### config.mk
export PLATFORM = sky130hd
export DESIGN_NAME = fifo_sync_ctrl
export DESIGN_NICKNAME = d
export VERILOG_FILES = /design/src/rtl/fifo_sync_ctrl.sv
export SDC_FILE = /design/constraint.sdc
export NUM_CORES = 1
export LEC_CHECK = 0
export CAP_MARGIN = 20
export CORE_MARGIN = 1
export CORE_UTILIZATION = 30
export DETAILED_ROUTE_END_ITERATION = 10
export GPL_TIMING_DRIVEN = 0
export PLACE_DENSITY = 0.67
export SETUP_SLACK_MARGIN = 0.05
export SLEW_MARGIN = 15
export SYNTH_ARGS = -nofsm -noshare
export SYNTH_HDL_FRONTEND = slang
export SYNTH_SLANG_ARGS = --single-unit
### constraint.sdc
create_clock -name clk_i -period 2.6 [get_ports clk_i]
set_input_delay 0.52 -clock clk_i [delete_from_list [all_inputs] [get_ports clk_i]]
set_output_delay 0.52 -clock clk_i [all_outputs]
set_load 0.02 [all_outputs]
### src/rtl/fifo_sync_ctrl.sv
// rtl/fifo_sync_ctrl.sv - single-clock FIFO pointer/flag controller
// Owns read/write pointers, occupancy count, threshold flags and sticky error flags.
module fifo_sync_ctrl #(
  parameter int PTR_WIDTH = 5,
  parameter int AF_LEVEL  = 12,
  parameter int AE_LEVEL  = 2
) (
  input  logic                 clk_i,
  input  logic                 nrst_i,
  input  logic                 w_en_i,
  input  logic                 r_en_i,
  input  logic                 flush_i,
  input  logic                 clr_err_i,
  output logic [PTR_WIDTH-1:0] w_ptr_o,
  output logic [PTR_WIDTH-1:0] r_ptr_o,
  output logic                 full_o,
  output logic                 empty_o,
  output logic                 almost_full_o,
  output logic                 almost_empty_o,
  output logic [PTR_WIDTH-1:0] count_o,
  output logic                 overflow_o,
  output logic                 underflow_o
);

  localparam int AW = PTR_WIDTH - 1;
  localparam logic [PTR_WIDTH-1:0] ONE = PTR_WIDTH'(1);

  logic [PTR_WIDTH-1:0] w_ptr_q, w_ptr_d;
  logic [PTR_WIDTH-1:0] r_ptr_q, r_ptr_d;
  logic [PTR_WIDTH-1:0] count_q, count_d;
  logic                 overflow_q, overflow_d;
  logic                 underflow_q, underflow_d;

  logic full, empty, wr_ok, rd_ok;

  // Flags come straight off the registered pointers so the storage array sees them with no extra lag.
  assign empty = (w_ptr_q == r_ptr_q);
  assign full  = (w_ptr_q[AW] != r_ptr_q[AW]) && (w_ptr_q[AW-1:0] == r_ptr_q[AW-1:0]);
  assign wr_ok = w_en_i && !full;
  assign rd_ok = r_en_i && !empty;

  always_comb begin
    w_ptr_d = w_ptr_q;
    r_ptr_d = r_ptr_q;
    count_d = count_q;
    if (flush_i) begin
      // Discard everything, including a write landing on this same edge.
      r_ptr_d = w_ptr_q;
      count_d = '0;
    end else begin
      if (wr_ok) w_ptr_d = w_ptr_q + ONE;
      if (rd_ok) r_ptr_d = r_ptr_q + ONE;
      case ({wr_ok, rd_ok})
        2'b10:   count_d = count_q + ONE;
        2'b01:   count_d = count_q - ONE;
        default: count_d = count_q;
      endcase
    end
  end

  // A new offence in the clearing cycle keeps the flag set.
  always_comb begin
    overflow_d  = (overflow_q  && !clr_err_i) || (w_en_i && full);
    underflow_d = (underflow_q && !clr_err_i) || (r_en_i && empty);
  end

  always_ff @(posedge clk_i or negedge nrst_i) begin
    if (!nrst_i) begin
      w_ptr_q     <= '0;
      r_ptr_q     <= '0;
      count_q     <= '0;
      overflow_q  <= 1'b0;
      underflow_q <= 1'b0;
    end else begin
      w_ptr_q     <= w_ptr_d;
      r_ptr_q     <= r_ptr_d;
      count_q     <= count_d;
      overflow_q  <= overflow_d;
      underflow_q <= underflow_d;
    end
  end

  assign w_ptr_o        = w_ptr_q;
  assign r_ptr_o        = r_ptr_q;
  assign full_o         = full;
  assign empty_o        = empty;
  assign count_o        = count_q;
  assign almost_full_o  = (count_q >= PTR_WIDTH'(AF_LEVEL));
  assign almost_empty_o = (count_q <= PTR_WIDTH'(AE_LEVEL));
  assign overflow_o     = overflow_q;
  assign underflow_o    = underflow_q;

endmodule

==> impl_metrics.json <==
{
  "clk_pin_slew_ns": 0.09,
  "tritoncts": "yes",
  "status": "finished, violations left",
  "rsz0062_at_grt": "true",
  "dr.pass1.iters": 4,
  "synth_cells": 100,
  "reg2reg_from": "r_ptr_o[2]",
  "wl_per_cell_um": 12.5,
  "synth_nets": 110,
  "clkLatencyLatePin_ns": 0.28,
  "yosysTopAreaCell": "dfrtp_1",
  "antenna_found_initial": 0,
  "antenna_cells": 0,
  "arrival_ns": 2.91,
  "synth_top_area_frac": 0.415,
  "fin_util": 0.477,
  "hold_viol": 0,
  "core_um2": 3150,
  "maxSlewViolCount": 0,
  "gp_congestion": 0.806,
  "synth_seq_area_share": 0.415,
  "start_util": 0.325,
  "cts_buffers": 3,
  "vias": 904,
  "routed_via_density": 4.81,
  "hold_path_end": "underflow_o",
  "ys.warnings.count": 0,
  "path_max_fanout": 4,
  "wirelength_mm": 2.34,
  "root_buffer": "clkbuf_4",
  "timing.rr.end": "count_o[4]",
  "worstMarginPinSlew_ns": 0.776,
  "avgSynthCellArea_um2": 10.3,
  "whs_path_depth": 2,
  "worstHoldStart": "underflow_o",
  "grt_max_degree": 18,
  "netlist_area_um2": 1030,
  "cp-start-kind": "register",
  "ys.flop_type": "dfrtp_1",
  "synth_edf_count": 0,
  "hold_slack_ns": 0.538,
  "cts_sinks": 17,
  "synth_cell_type_count": 35,
  "grt_overflow": 0,
  "dp.final_hpwl_mm": 1.65,
  "nNetsFinal": 155,
  "end_kind": "register",
  "vdd_ir_drop_max_mv": 0.664,
  "syn_to_final_growth_pct": 46.5,
  "r2r_cells": 11,
  "hp-class": "register to register",
  "fill_cells": 330,
  "grt_usage": 0.140,
  "synth_area_leaders": "dfrtp_1 41%, xor2_1 6.8%, xnor2_1 6.0%",
  "clk_path_buf_depth": 2,
  "cp_data_required_time_ns": 2.82,
  "drive_above_1_share": 0.278,
  "dieArea_um2": 3660,
  "fmax_mhz": 371,
  "setup_viol": 1,
  "power_density_nw_per_um2": 1310,
  "grt_pass1_vias": 850,
  "maxCapViolations": 0,
  "finClkSkew_ns": 0.00104,
  "route.detailed.drc": 0,
  "postRouteAntennaNets": 0,
  "grt_first_pass_wirelength_mm": 3.78,
  "die_h_um": 60.5,
  "ys_async_sr_fraction": 1.00,
  "slew_headroom": 0.481,
  "chipWidth_um": 60.5,
  "p_leak_nw": 0.624,
  "period_share": 1.04,
  "r2r_slack_ns": -0.09,
  "tns_ns": -0.0944,
  "htreeDepth": 1,
  "timing.final.ws_setup_ns": -0.0944,
  "violations": "negative setup slack",
  "drtIter0Drc": 20,
  "ctsHoldBuffers": 0,
  "ios": 27,
  "rows": 20,
  "port_buffers": 26,
  "final.min_clock_period_ns": 2.69,
  "criticalPathCategory": "register to register",
  "synth_seq_cells": 17
}
-- worst max path at each step --
stage                     from          to  slack [ns]  cells after the start
CTS                 w_ptr_o[1]  count_o[4]       -0.09                     11
global placement        r_en_i  count_o[4]       -0.32                     10
global route        r_ptr_o[2]  count_o[4]       -0.22                     11
detailed placement      r_en_i  count_o[4]       -0.38                     10
finish              r_ptr_o[2]  count_o[4]       -0.09                     11
floorplan           r_ptr_o[2]  count_o[4]       -0.16                     10
-- flip-flops by register name, indices dropped and copies added, names as in the netlist --
signal / count
count_o: 5
r_ptr_o: 5
w_ptr_o: 5
overflow_o: 1
underflow_o: 1
-- critical path, cell delays in order, from the launching register on --
cell and delay [ns]:
dfrtp_2 0.44, xor2_2 0.19, nor4_4 0.25, buf_4 0.17, mux2i_4 0.23, xor2_1 0.10
ha_2 0.20, or3_4 0.33, a21oi_2 0.14, mux2i_1 0.09, or3_1 0.33, a21oi_2 0.14
-- through the flow --
step / setup WS, ns / power (mW) / instance area, µm² / instances
after floorplan: -0.161 / 1.23 / 1040 / 100
final: -0.0944 / 1.96 / 1500 / 188
after CTS: -0.0933 / 1.82 / 1400 / 177
after global routing: -0.222 / 2.10 / 1500 / 188
after global placement: -0.319 / 1.62 / 1360 / 170
after detailed placement: -0.383 / 1.65 / 1360 / 170
-- report_power, final --
group | total, mW | leakage (nW) | switching (mW) | internal, mW
registers | 0.554 | 0.210 | 0.165 | 0.389
clock network | 0.136 | 0.0150 | 0.0768 | 0.0596
logic | 1.27 | 0.399 | 0.609 | 0.664
total | 1.96 | 0.624 | 0.851 | 1.11
-- cell usage after synthesis, drive strengths merged (2+ instances only) --
cell / count
or3: 3
inv: 3
nand2: 10
nor2: 4
and2: 2
nand2b: 2
o21ai: 9
nand4: 3
xnor2: 7
ha: 4
a21oi: 5
mux2i: 5
nor4: 2
xor2: 8
dfrtp: 17
-- layout make-up --
type                            count  area, µm²  share of cell area
Inverter                            3       11.3             0.00749
Timing Repair Buffer               40        355               0.236
Tap cell                           44       55.1              0.0366
Buffer                              1       3.75             0.00250
Sequential cell                    17        433               0.288
Multi-Input combinational cell     79        618               0.411
Clock buffer                        4       26.3              0.0175
-- kinds of logic after synthesis --
family,Yosys count,share of synthesized area
buffers and inverters,4,0.0146
AO/OA/AOI/OAI,21,0.133
AND/OR/NAND/NOR,33,0.189
adder cells (fa/ha/maj),4,0.0488
XOR/XNOR,15,0.128
flip-flops,17,0.415
multiplexers,6,0.0720
-- layer usage --
| layer | vias to the layer above | share of wire | track usage |
|---|---|---|---|
| li1 | 442 | - | - |
| met1 | 438 | 0.46 | 0.176 |
| met2 | 22 | 0.49 | 0.242 |
| met3 | 2 | 0.038 | 0.0277 |
| met4 | 0 | 0.0043 | 0.0487 |
| met5 | - | 0 | 0 |
-- cell usage in the layout (no fill, tap or decap), drive strengths merged, types with 2 or more instances in the layout --
| cell type | n |
|---|---|
| clkdlybuf4s50 | 24 |
| dfrtp | 17 |
| buf | 14 |
| nand2 | 10 |
| o21ai | 9 |
| xor2 | 8 |
| xnor2 | 7 |
| clkbuf | 7 |
| mux2i | 5 |
| a21oi | 5 |
| nor2 | 4 |
| ha | 4 |
| inv | 3 |
| nand4 | 3 |
| or3 | 3 |
| and2 | 2 |
| nand2b | 2 |
| nor4 | 2 |
-- timing repair --
action / 4_1_cts / 5_1_grt
pin swaps: 1 / 3
gates cloned: 0 / 0
setup endpoints to repair: 4 / 3
setup buffers: 3 / 11
gates resized for setup: 2 / 11
Note: power is estimated with default switching activity, not from simulation.
